==> config.mk <==
export PLATFORM = sky130hd
export DESIGN_NAME = vdic_serial_alu
export DESIGN_NICKNAME = d
export VERILOG_FILES = /design/src/rtl/vdic_serial_alu.sv
export SDC_FILE = /design/constraint.sdc
export NUM_CORES = 1
export LEC_CHECK = 0
export CORE_UTILIZATION = 45
export CTS_CLUSTER_DIAMETER = 30
export DETAILED_ROUTE_END_ITERATION = 10
export PLACE_DENSITY = 0.71
export SETUP_SLACK_MARGIN = 0.3
export SLEW_MARGIN = 20
export SYNTH_ARGS = -nofsm -noshare
export SYNTH_HDL_FRONTEND = slang
export SYNTH_SLANG_ARGS = --single-unit
==> constraint.sdc <==
create_clock -name clk -period 7.5 [get_ports clk]
set_input_delay 1.125 -clock clk [delete_from_list [all_inputs] [get_ports clk]]
set_output_delay 1.125 -clock clk [all_outputs]
set_load 0.01 [all_outputs]
==> src/rtl/vdic_serial_alu.sv <==
// vdic_serial_alu: bit-serial multi-operand ALU.
// Interface contract: din is sampled on every rising edge where enable_n=0
// and busy=0; dout carries a meaningful bit only in cycles where
// dout_valid=1, and there is no backpressure on the output stream.
module vdic_serial_alu #(
  parameter int DATA_W   = 8,
  parameter int MAX_ARGS = 4
) (
  input  logic clk,
  input  logic rst,
  input  logic enable_n,
  input  logic din,
  output logic dout,
  output logic dout_valid,
  output logic busy
);

  localparam int RES_W = DATA_W + $clog2(MAX_ARGS);
  localparam int CNT_W = $clog2(RES_W + 2);
  localparam int ARG_W = $clog2(MAX_ARGS + 1);

  localparam logic [2:0] OP_ADD = 3'd1;
  localparam logic [2:0] OP_AND = 3'd2;
  localparam logic [2:0] OP_OR  = 3'd3;
  localparam logic [2:0] OP_XOR = 3'd4;
  localparam logic [2:0] OP_SUB = 3'd5;

  typedef enum logic [2:0] {S_IDLE, S_RECV, S_CALC, S_STATUS, S_RESULT} state_t;

  state_t              r_state;
  state_t              w_next;
  logic [DATA_W-1:0]   r_shift;
  logic [CNT_W-1:0]    r_cnt;
  logic [DATA_W-1:0]   r_buf [MAX_ARGS];
  logic [ARG_W-1:0]    r_argc;
  logic [ARG_W-1:0]    r_idx;
  logic                r_over;
  logic [2:0]          r_op;
  logic [DATA_W-1:0]   r_stat;
  logic                r_err;
  logic [RES_W:0]      r_acc;
  logic                r_dout;
  logic                r_dout_valid;

  logic                w_start;
  logic                w_flag;
  logic [DATA_W-1:0]   w_payload;
  logic [2:0]          w_op;
  logic                w_op_err;
  logic                w_args_err;
  logic                w_word_end;
  logic                w_calc_last;
  logic                w_stat_last;
  logic                w_res_last;
  logic [RES_W:0]      w_operand;
  logic [RES_W:0]      w_acc_next;

  // Frame decode helpers; the flag bit sits at the top of r_shift once a word's
  // last payload bit is on din.
  assign w_start     = (r_state == S_IDLE) && !enable_n && !r_dout_valid;
  assign w_flag      = r_shift[DATA_W-1];
  assign w_payload   = {r_shift[DATA_W-2:0], din};
  assign w_op        = w_payload[2:0];
  assign w_op_err    = (w_op == 3'd0) || (w_op > OP_SUB);
  assign w_args_err  = (r_argc < ARG_W'(2)) || r_over;
  assign w_word_end  = (r_state == S_RECV) && !enable_n && (r_cnt == CNT_W'(DATA_W));
  assign w_calc_last = (r_state == S_CALC) && (r_idx == r_argc - ARG_W'(1));
  assign w_stat_last = (r_state == S_STATUS) && (r_cnt == CNT_W'(DATA_W));
  assign w_res_last  = (r_state == S_RESULT) && (r_cnt == CNT_W'(RES_W));
  assign w_operand   = {{(RES_W + 1 - DATA_W){1'b0}}, r_buf[r_idx]};

  // One accumulation step; the extra top bit carries the sign of a SUB result.
  always_comb begin
    w_acc_next = r_acc;
    if (r_idx == '0) begin
      w_acc_next = w_operand;
    end else begin
      case (r_op)
        OP_ADD:  w_acc_next = r_acc + w_operand;
        OP_AND:  w_acc_next = r_acc & w_operand;
        OP_OR:   w_acc_next = r_acc | w_operand;
        OP_XOR:  w_acc_next = r_acc ^ w_operand;
        OP_SUB:  w_acc_next = r_acc - w_operand;
        default: w_acc_next = r_acc;
      endcase
    end
  end

  // Next-state logic for the frame / compute / output sequence.
  always_comb begin
    w_next = r_state;
    case (r_state)
      S_IDLE:   if (w_start) w_next = S_RECV;
      S_RECV: begin
        if (enable_n)                w_next = S_STATUS;
        else if (w_word_end && w_flag) w_next = (r_argc == '0) ? S_STATUS : S_CALC;
      end
      S_CALC:   if (w_calc_last) w_next = S_STATUS;
      S_STATUS: if (w_stat_last) w_next = r_err ? S_IDLE : S_RESULT;
      S_RESULT: if (w_res_last) w_next = S_IDLE;
      default:  w_next = S_IDLE;
    endcase
  end

  // State register.
  always_ff @(posedge clk) begin
    if (rst) r_state <= S_IDLE;
    else     r_state <= w_next;
  end

  // Datapath: deserialise, buffer operands, accumulate, serialise status/result.
  always_ff @(posedge clk) begin
    if (rst) begin
      r_shift      <= '0;
      r_cnt        <= '0;
      r_argc       <= '0;
      r_idx        <= '0;
      r_over       <= 1'b0;
      r_op         <= '0;
      r_stat       <= '0;
      r_err        <= 1'b0;
      r_acc        <= '0;
      r_dout       <= 1'b0;
      r_dout_valid <= 1'b0;
      for (int i = 0; i < MAX_ARGS; i++) r_buf[i] <= '0;
    end else begin
      r_dout       <= 1'b0;
      r_dout_valid <= 1'b0;
      case (r_state)
        S_IDLE: begin
          if (w_start) begin
            r_shift <= {{(DATA_W-1){1'b0}}, din};
            r_cnt   <= CNT_W'(1);
            r_argc  <= '0;
            r_over  <= 1'b0;
            r_stat  <= '0;
            r_err   <= 1'b0;
          end
        end
        S_RECV: begin
          if (enable_n) begin
            // Early release of enable_n: drop the buffer, report framing only.
            r_stat <= DATA_W'(4);
            r_err  <= 1'b1;
            r_argc <= '0;
            r_cnt  <= '0;
          end else if (r_cnt == CNT_W'(DATA_W)) begin
            r_cnt <= '0;
            if (w_flag) begin
              r_op   <= w_op;
              r_idx  <= '0;
              r_stat <= {{(DATA_W-2){1'b0}}, w_op_err, w_args_err};
              r_err  <= w_op_err | w_args_err;
            end else if (r_argc == ARG_W'(MAX_ARGS)) begin
              r_over <= 1'b1;
            end else begin
              r_buf[r_argc] <= w_payload;
              r_argc        <= r_argc + ARG_W'(1);
            end
          end else begin
            r_shift <= {r_shift[DATA_W-2:0], din};
            r_cnt   <= r_cnt + CNT_W'(1);
          end
        end
        S_CALC: begin
          r_acc <= w_acc_next;
          r_idx <= r_idx + ARG_W'(1);
          if (w_calc_last && (r_op == OP_SUB)) r_stat[3] <= w_acc_next[RES_W];
        end
        S_STATUS: begin
          r_dout_valid <= 1'b1;
          r_dout       <= (r_cnt == '0) ? 1'b1 : r_stat[DATA_W-1];
          if (r_cnt != '0) r_stat <= r_stat << 1;
          r_cnt <= w_stat_last ? '0 : r_cnt + CNT_W'(1);
        end
        S_RESULT: begin
          r_dout_valid <= 1'b1;
          r_dout       <= (r_cnt == '0) ? 1'b0 : r_acc[RES_W-1];
          if (r_cnt != '0) r_acc <= r_acc << 1;
          r_cnt <= w_res_last ? '0 : r_cnt + CNT_W'(1);
        end
        default: ;
      endcase
    end
  end

  assign dout       = r_dout;
  assign dout_valid = r_dout_valid;
  assign busy       = (r_state == S_CALC) || (r_state == S_STATUS) ||
                      (r_state == S_RESULT) || r_dout_valid;

endmodule

==> run summary, run 1 <==
Compound-Gate Fraction of Synth Area - 16.8%
relative slew slack - 36.5%
total CTS buffers - 9
Tmin final - 4.11 ns
gr usage total - 21.4%
Die ar. - 11700 sq um
initial antenna violation count - 0
CTS tree - done
Post-Synth XOR/XNOR Area - 3.20%
number of port buffers - 6
post-route ant nets - 0
Clk Latency, worst-skew pair - 0.34 ns
register area share after synthesis - 38.2%
Hold-fix buffers, CTS - 0
clock root cell - clkbuf_16
area of the core - 10900 sq um
EDFF count, synth - 32
ant diodes - 0
CP Capture Type - register
Die X - 108 um
status - completed
delay of the slowest critical-path stage - 0.66 ns
Mapped Area - 5080 sq um
Synth Area per Inst - 8.86 sq um
post-synthesis simple-gate area fraction - 22.7%
Worst Setup Path Type - reg2reg
router iterations before antenna repair - 5
Main synth FF type - dfxtp_1
Vias - 4104
Worst Clk Skew - 0.00611 ns
First DRT Iteration DRCs - 350
Crit path required time - 7.73 ns
synth warn - 0
RSZ-0062 raised after global routing - false
# resized after CTS - 0
# IOs - 7
fin worst setup slack - 3.39 ns
HP Class - reg2reg
post-synthesis register bit count - 81
Max stage delay cell, worst path - dfxtp_1
post-DR wirelength/cell - 16.5 um
clock slew seen by the registers of the worst setup and hold paths - 0.06 ns
Largest delay share family, worst path - compound AO/OA/AOI/OAI gates
clock buffer depth - 2
CP dominant cell by count - ha_1
vias in the first global route - 3824
Max VDD drop - 191 uV
GPL Wtd Cong - 0.881
Via density - 5.85
Final Hold Vio Count - 0
pre-CTS WS - 3.41 ns
critical path fanouts, max - 9
design area - 5450 sq um
H-tree depth - 3
total gr overflow - 0
Post-Synthesis Cells - 574
Tightest Pin Transition - 0.949 ns
Synthesized Nets - 614
dpl cell area - 5170 sq um
Die H - 108 um
largest net degree at the start of global routing - 55
Starting Density - 46.5%
global-route wire length before repair - 19.3 mm
Worst Path Arrival - 4.34 ns
Area growth syn-to-layout - 7.26%
clock sink count - 81
layout cell share with drive strength beyond 1 - 6.24%
PwrDens - 276 nW/um^2
Post-CTS Setup Bufs - 0
Max Cap Viol - 0
mux contribution to synthesized area - 5.00%
worst hold margin - 0.487 ns
CP cell instances - mux4_2 > inv_1 > ha_1 > nand2_1 > o31ai_1 > xnor2_1 > ha_1 > or4_1 > o22a_1 > a21o_1 > a21oi_1 > mux2_2 > o21a_1
Leak Pwr - 2.09 nW
CP startpoint kind - register
Rows - 38
Slew Viols, Final - 0
Tcrit/Tclk final - 54.7%
worst path bufs/invs - 1
Post-Synth Adder-Cell Area - 9.01%
detailed-route wire length - 11.5 mm
Final Setup Violations - 0
nets - 596
largest family of logic cells by synthesized area - simple AND/OR/NAND/NOR gates
Final HPWL DP - 8.19 mm
final setup TNS - 0 ns
Final Util - 49.9%
FFs w/ async S/R, synth - 0%
count of cell types in the netlist - 65
Max Fclk - 244 MHz
Residual DRC - 0
layer usage:
metal / track usage (%) / routed length (um)
met1: 28.2 / 5380
met2: 35.9 / 5600
met3: 3.74 / 409
met4: 6.27 / 144
met5: 0 / 0
worst reg2reg max path, stage by stage, from the launching register on:
cell and delay [ns]:
dfxtp_1 0.66, mux4_2 0.64, inv_1 0.13, ha_1 0.21, nand2_1 0.08, o31ai_1 0.28
xnor2_1 0.11, ha_1 0.24, or4_1 0.52, o22a_1 0.24, a21o_1 0.18, a21oi_1 0.16
mux2_2 0.36, o21a_1 0.19
registers in the layout (all words and copies together) (netlist names), named ones only:
| register | count |
|---|---|
| r_err | 1 |
| r_buf | 32 |
| r_acc | 11 |
| r_idx | 3 |
| dout_valid | 1 |
| r_cnt | 4 |
| r_state | 3 |
| r_op | 3 |
| r_argc | 3 |
| r_stat | 8 |
| r_shift | 8 |
| dout | 1 |
| r_over | 1 |
logic make-up after synthesis:
kind of cell / count (synthesis)
adder cells (fa/ha/maj): 36
multiplexers: 14
buffers and inverters: 64
AO/OA/AOI/OAI: 135
flip-flops: 81
AND/OR/NAND/NOR: 227
XOR/XNOR: 17
metrics by stage:
| stage | power (mW) | instances |
|---|---|---|
| finish | 1.50 | 701 |
| global route | 1.60 | 701 |
| CTS | 1.51 | 701 |
| detailed placement | 1.09 | 685 |
| global placement | 1.07 | 685 |
| floorplan | 0.981 | 574 |
Yosys cell counts, drive strengths merged, types with 7 or more instances:
cell	count	area (sq um)
nor3	17	85.1
xnor2	10	87.6
a21oi	53	265
edfxtp	32	961
nor2b	13	81.3
buf	12	63.8
ha	35	438
nor2	64	243
inv	28	105
o21a	7	52.6
clkbuf	24	90.1
a22oi	7	52.6
o21ai	21	105
dfxtp	49	981
nand3	14	70.1
mux4	9	203
nand2	45	169
and2	35	219
placed cells by master, fill, tap and decap left out, drive strengths merged, types with 3 or more instances in the layout:
master         netlist  routed
a22oi                7       7
xor2                 6       6
nor3b                3       3
o211ai               3       3
a221oi               3       3
nand3               14      14
and3                 5       5
edfxtp              32      32
o221ai               4       4
o21ai               21      21
or3                  4       4
or2                  4       4
o22ai                4       4
and2                35      35
nor4                 3       3
nor2                64      64
dfxtp               49      49
nor3                17      17
inv                 28      30
nand2b               6       6
xnor2               10      10
mux4                 9       9
a31oi                6       6
clkbuf              24       9
a21oi               53      53
a311oi               3       3
nand2               45      45
ha                  35      35
nor2b               13      13
a211oi               5       5
or3b                 4       4
or4                  3       3
o21a                 7       7
mux2i                4       4
clkinv               0       4
clkdlybuf4s50        0       5
power breakdown:
group | internal [mW] | leakage, nW | switching [mW]
Clock | 0.227 | 0.135 | 0.186
Combinational | 0.215 | 1.23 | 0.314
Sequential | 0.497 | 0.725 | 0.0658
layout make-up:
class | count | area [sq um]
repair buffers | 7 | 62.6
clock inverters | 7 | 53.8
multi-input cells | 429 | 2890
flip-flops and latches | 81 | 1940
inverters | 28 | 105
well taps | 140 | 175
clock buffers | 9 | 225
fillers | 1030 | 5480
worst paths after layout:
| kind | start | endpoint | slack, ns | cells past startpoint |
|---|---|---|---|---|
| min | r_stat[6]$_SDFFE_PP0P_ | r_stat[6]$_SDFFE_PP0P_ | 0.49 | 2 |
| max reg2reg | register | r_acc[10]$_SDFFE_PP0P_ | 3.39 | 13 |
| min reg2reg | r_stat[6]$_SDFFE_PP0P_ | r_stat[6]$_SDFFE_PP0P_ | 0.49 | 2 |
| max | register | r_acc[10]$_SDFFE_PP0P_ | 3.39 | 13 |
Power figures use the tool's default switching activity.
==> run 2, diff against run 1 <==
Settings changed: PLACE_DENSITY 0.71 to 0.74.
Clock period 7.5 ns to 3.5 ns, I/O delays scaled along.
==> run summary, run 2 (same netlist as run 1, synthesis figures left out) <==
status - completed
dpl cell area - 5350 sq um
total gr overflow - 0
vias in the first global route - 4282
critical path fanouts, max - 7
Final Setup Violations - 0
RSZ-0062 raised after global routing - true
CP startpoint kind - register
Layout Cells excl Fill - 732
area of the core - 10900 sq um
Die H - 108 um
First DRT Iteration DRCs - 370
CP Capture Type - register
post-route ant nets - 0
HP Class - reg2reg
largest net degree at the start of global routing - 54
capturing point of the worst reg2reg path - r_acc[10]$_SDFFE_PP0P_
Critical path destination - r_acc[10]$_SDFFE_PP0P_
# IOs - 7
Max VDD drop - 263 uV
CTS tree - done
routed wl met3 - 755 um
clock slew seen by the registers of the worst setup and hold paths - 0.06 ns
Reg2Reg Depth - 12
Die X - 108 um
critical path depth in cells - 12
worst path bufs/invs - 1
relative slew slack - 36.8%
H-tree depth - 3
Largest delay share family, worst path - compound AO/OA/AOI/OAI gates
Max Cap Viol - 0
Final HPWL DP - 8.86 mm
GPL Wtd Cong - 0.973
initial antenna violation count - 0
Largest Register - r_buf
Hold-fix buffers, CTS - 0
met2 routed WL - 6.28 mm
Rows - 38
most frequent cells in the layout - 62 x nor2_1, 52 x a21oi_1, 47 x dfxtp_1
Residual DRC - 0
ant diodes - 0
clock sink count - 81
Worst Setup Path Type - reg2reg
Regs by FF count - r_buf x32, r_acc x11
number of port buffers - 6
Die ar. - 11700 sq um
Worst Clk Skew - 0.00506 ns
Clk Latency, worst-skew pair - 0.33 ns
Max Fclk - 291 MHz
nets - 627
Worst Path Arrival - 3.67 ns
gr usage total - 22.8%
Crit path required time - 3.73 ns
post-DR wirelength/cell - 17.5 um
global-route wire length before repair - 20.6 mm
Tightest Pin Transition - 0.945 ns
clock buffer depth - 2
PwrDens - 608 nW/um^2
CP cell instances - buf_4 > mux4_2 > o31ai_4 > xnor2_1 > ha_2 > o21a_1 > o21a_1 > o22a_1 > a21o_1 > a21oi_2 > mux2_4 > o21a_1
Leak Pwr - 2.32 nW
detailed-route wire length - 12.8 mm
design area - 5910 sq um
max FFs per register - 32
worst hold margin - 0.491 ns
router iterations before antenna repair - 5
flop2flop setup slack - 0.06 ns
Vias - 4423
placed cell count - 702
layout cell share with drive strength beyond 1 - 15.4%
met1 WL - 5.43 mm
clock root cell - clkbuf_16
Tcrit/Tclk final - 98.2%
Starting Density - 46.5%
Top Metal Used - met4
Final Hold Vio Count - 0
most common cell after layout, fill and taps aside - nor2_1
CP dominant cell by count - o21a_1
Area growth syn-to-layout - 16.2%
Via density - 6.04
total CTS buffers - 9
Tmin final - 3.44 ns
Max stage delay cell, worst path - mux4_2
delay of the slowest critical-path stage - 0.62 ns
Slew Viols, Final - 0
==> run 2: worst reg2reg max path, stage by stage (launching register included) <==
cell     delay (ns)
dfxtp_4        0.39
buf_4          0.12
mux4_2         0.62
o31ai_4        0.30
xnor2_1        0.16
ha_2           0.33
o21a_1         0.20
o21a_1         0.17
o22a_1         0.22
a21o_1         0.20
a21oi_2        0.15
mux2_4         0.32
o21a_1         0.17
==> run 2: area by class of cell <==
cell class	instances	area [sq um]
clock buffer	15	333
clock inverter	1	8.76
fill	943	5030
inverter	28	110
multi-input combinational	429	3030
sequential	81	1950
tap	140	175
timing repair buffer	38	303
==> run 2: how the worst min path moves through the flow <==
| stage | to | startpoint | cells past startpoint | slack [ns] |
|---|---|---|---|---|
| finish | r_stat[0]$_SDFFE_PP0P_ | r_stat[0]$_SDFFE_PP0P_ | 2 | 0.49 |
| global route | r_stat[5]$_SDFFE_PP0P_ | r_stat[5]$_SDFFE_PP0P_ | 2 | 0.51 |
| CTS | r_err$_SDFFE_PP0P_ | r_err$_SDFFE_PP0P_ | 2 | 0.49 |
| detailed placement | r_stat[0]$_SDFFE_PP0P_ | r_stat[0]$_SDFFE_PP0P_ | 2 | 0.48 |
| global placement | r_stat[6]$_SDFFE_PP0P_ | r_stat[6]$_SDFFE_PP0P_ | 2 | 0.46 |
| floorplan | r_err$_SDFFE_PP0P_ | r_err$_SDFFE_PP0P_ | 2 | 0.44 |
==> run 2: what timing repair did <==
action	CTS	global route
setup endpoints to repair	6	8
buffers inserted	5	9
gates resized for setup	8	19
pin swaps	3	12
==> run 2: routing by layer <==
| layer | up-vias | global-route usage [%] |
|---|---|---|
| li1 | 2068 | - |
| met2 | 187 | 38.7 |
| met4 | 0 | 10.5 |
| met1 | 2123 | 27.8 |
| met3 | 45 | 4.34 |
| met5 | - | 0 |
==> run 2: metrics by stage <==
stage | setup TNS [ns] | power (mW) | worst slack [ns] | utilization (%)
final | 0 | 3.59 | 0.0625 | 54.0
after floorplan | 0 | 2.12 | 0.216 | -
after global placement | 0 | 2.36 | 0.0730 | 48.9
after detailed placement | -0.0125 | 2.42 | -0.0125 | 48.9
after global routing | -0.0854 | 3.79 | -0.0539 | 54.0
after CTS | 0 | 3.49 | 0.115 | 52.7
==> run 2: power breakdown <==
part / switching, mW / internal, mW / total (mW)
clock network: 0.385 / 0.656 / 1.04
registers: 0.142 / 1.07 / 1.21
logic: 0.766 / 0.580 / 1.35
==> run 3, diff against run 2 <==
==> constraint.sdc (replaced) <==
create_clock -name clk -period 3.15 [get_ports clk]
set_input_delay 0.4725 -clock clk [delete_from_list [all_inputs] [get_ports clk]]
set_output_delay 0.4725 -clock clk [all_outputs]
set_load 0.1 [all_outputs]
==> run summary, run 3 (same netlist as run 1, synthesis figures left out) <==
Vias - 4397
dpl cell area - 5590 sq um
Final Util - 55.5%
clock buffer depth - 2
Residual DRC - 0
# IOs - 7
total gr overflow - 0
global-route wire length before repair - 21.1 mm
initial antenna violation count - 0
vias in the first global route - 4299
post-DR wirelength/cell - 17.1 um
design area - 6070 sq um
Area growth syn-to-layout - 19.4%
delay of the slowest critical-path stage - 0.56 ns
Final HPWL DP - 9.13 mm
Tightest Pin Transition - 0.962 ns
clock sink count - 81
CP Capture Type - register
GPL Wtd Cong - 0.906
CP cell instances - mux4_2 > inv_4 > nand3_4 > nor3_2 > nand3_1 > nand2_1 > xnor2_1 > ha_2 > or4_1 > o22a_1 > a21o_1 > a21oi_2 > mux2_4 > o21a_1
First DRT Iteration DRCs - 254
Final Setup Violations - 4
HP Class - reg2reg
Rows - 38
Worst Clk Skew - 0.00688 ns
Starting Density - 46.5%
CP startpoint kind - register
nets - 650
largest net degree at the start of global routing - 54
RSZ-0062 raised after global routing - true
total CTS buffers - 9
Leak Pwr - 2.44 nW
Max VDD drop - 374 uV
ant diodes - 0
most frequent cells in the layout - 63 x nor2_1, 53 x buf_4, 50 x a21oi_1
Max stage delay cell, worst path - mux4_2
Regs by FF count - r_buf x32, r_acc x11
# fillers - 958
Crit path required time - 3.38 ns
Tcrit/Tclk final - 106%
router iterations before antenna repair - 5
H-tree depth - 3
Die X - 108 um
layout cell share with drive strength beyond 1 - 20.7%
Max Cap Viol - 0
Clk Latency, worst-skew pair - 0.34 ns
CTS tree - done
clock root cell - clkbuf_16
PwrDens - 668 nW/um^2
max FFs per register - 32
Hold-fix buffers, CTS - 0
status - finished, violations left
number of port buffers - 6
Worst Path Arrival - 3.57 ns
detailed-route wire length - 12.9 mm
Die H - 108 um
most common cell after layout, fill and taps aside - nor2_1
post-route ant nets - 0
relative slew slack - 35.7%
critical path fanouts, max - 6
area of the core - 10900 sq um
Slew Viols, Final - 0
fin worst setup slack - -0.191 ns
Via density - 5.82
gr usage total - 23.3%
final setup TNS - -0.391 ns
Largest Register - r_buf
Worst Setup Path Type - reg2reg
failing checks - setup timing
Tmin final - 3.34 ns
Final Hold Vio Count - 0
Max Fclk - 299 MHz
clock slew seen by the registers of the worst setup and hold paths - 0.06 ns
Die ar. - 11700 sq um
-- run 3: worst max-delay path, delay by kind of cell (launching register included) --
| family | cells | cell delay (ns) |
|---|---|---|
| multiplexers | 2 | 0.88 |
| buffers and inverters | 1 | 0.11 |
| adder cells (fa/ha/maj) | 1 | 0.17 |
| AND/OR/NAND/NOR | 5 | 0.92 |
| flip-flops | 1 | 0.40 |
| XOR/XNOR | 1 | 0.08 |
| AO/OA/AOI/OAI | 4 | 0.68 |
-- run 3: stage by stage --
step | cells | hold slack [ns] | power [mW] | worst slack [ns]
global placement | 733 | 0.466 | 2.81 | -0.179
global route | 755 | 0.504 | 4.29 | -0.300
CTS | 753 | 0.490 | 3.99 | -0.201
floorplan | 574 | 0.443 | 2.43 | -0.134
finish | 755 | 0.487 | 4.06 | -0.191
detailed placement | 733 | 0.476 | 2.88 | -0.254
-- run 3: area by class of cell --
class                           instances  area, sq um  share of cell area, %
Clock buffer                           11          243                   4.00
Multi-Input combinational cell        429         3080                   50.7
Sequential cell                        81         1950                   32.1
Clock inverter                          5         30.0                  0.495
Timing Repair Buffer                   61          487                   8.02
Tap cell                              140          175                   2.89
Inverter                               28          110                   1.81
-- run 3: power breakdown --
| group | switching [mW] | internal, mW |
|---|---|---|
| Sequential | 0.153 | 1.19 |
| Combinational | 0.977 | 0.764 |
| Clock | 0.422 | 0.553 |
-- run 3: per-layer routing --
metal | up-vias | share of wire, % | routed length, um | global-route usage (%)
met2 | 140 | 48 | 6160 | 38.6
met5 | - | 0 | 0 | 0
met3 | 39 | 5.0 | 643 | 4.34
met4 | 0 | 3.3 | 427 | 10.8
li1 | 2111 | - | - | -
met1 | 2107 | 44 | 5670 | 29.5
-- run 3: final timing paths --
| kind | end | start | cells past startpoint | slack, ns |
|---|---|---|---|---|
| worst min register to register | r_stat[5]$_SDFFE_PP0P_ | r_stat[5]$_SDFFE_PP0P_ | 2 | 0.49 |
| worst max register to register | r_acc[10]$_SDFFE_PP0P_ | register | 14 | -0.19 |
| worst max-delay path | r_acc[10]$_SDFFE_PP0P_ | register | 14 | -0.19 |
| worst min-delay path | r_stat[5]$_SDFFE_PP0P_ | r_stat[5]$_SDFFE_PP0P_ | 2 | 0.49 |
-- run 3: repair_timing --
item | in CTS | in global routing
gates resized for setup | 22 | 15
pin swaps | 10 | 10
setup buffers | 4 | 2
endpoints found under the setup margin | 10 | 27
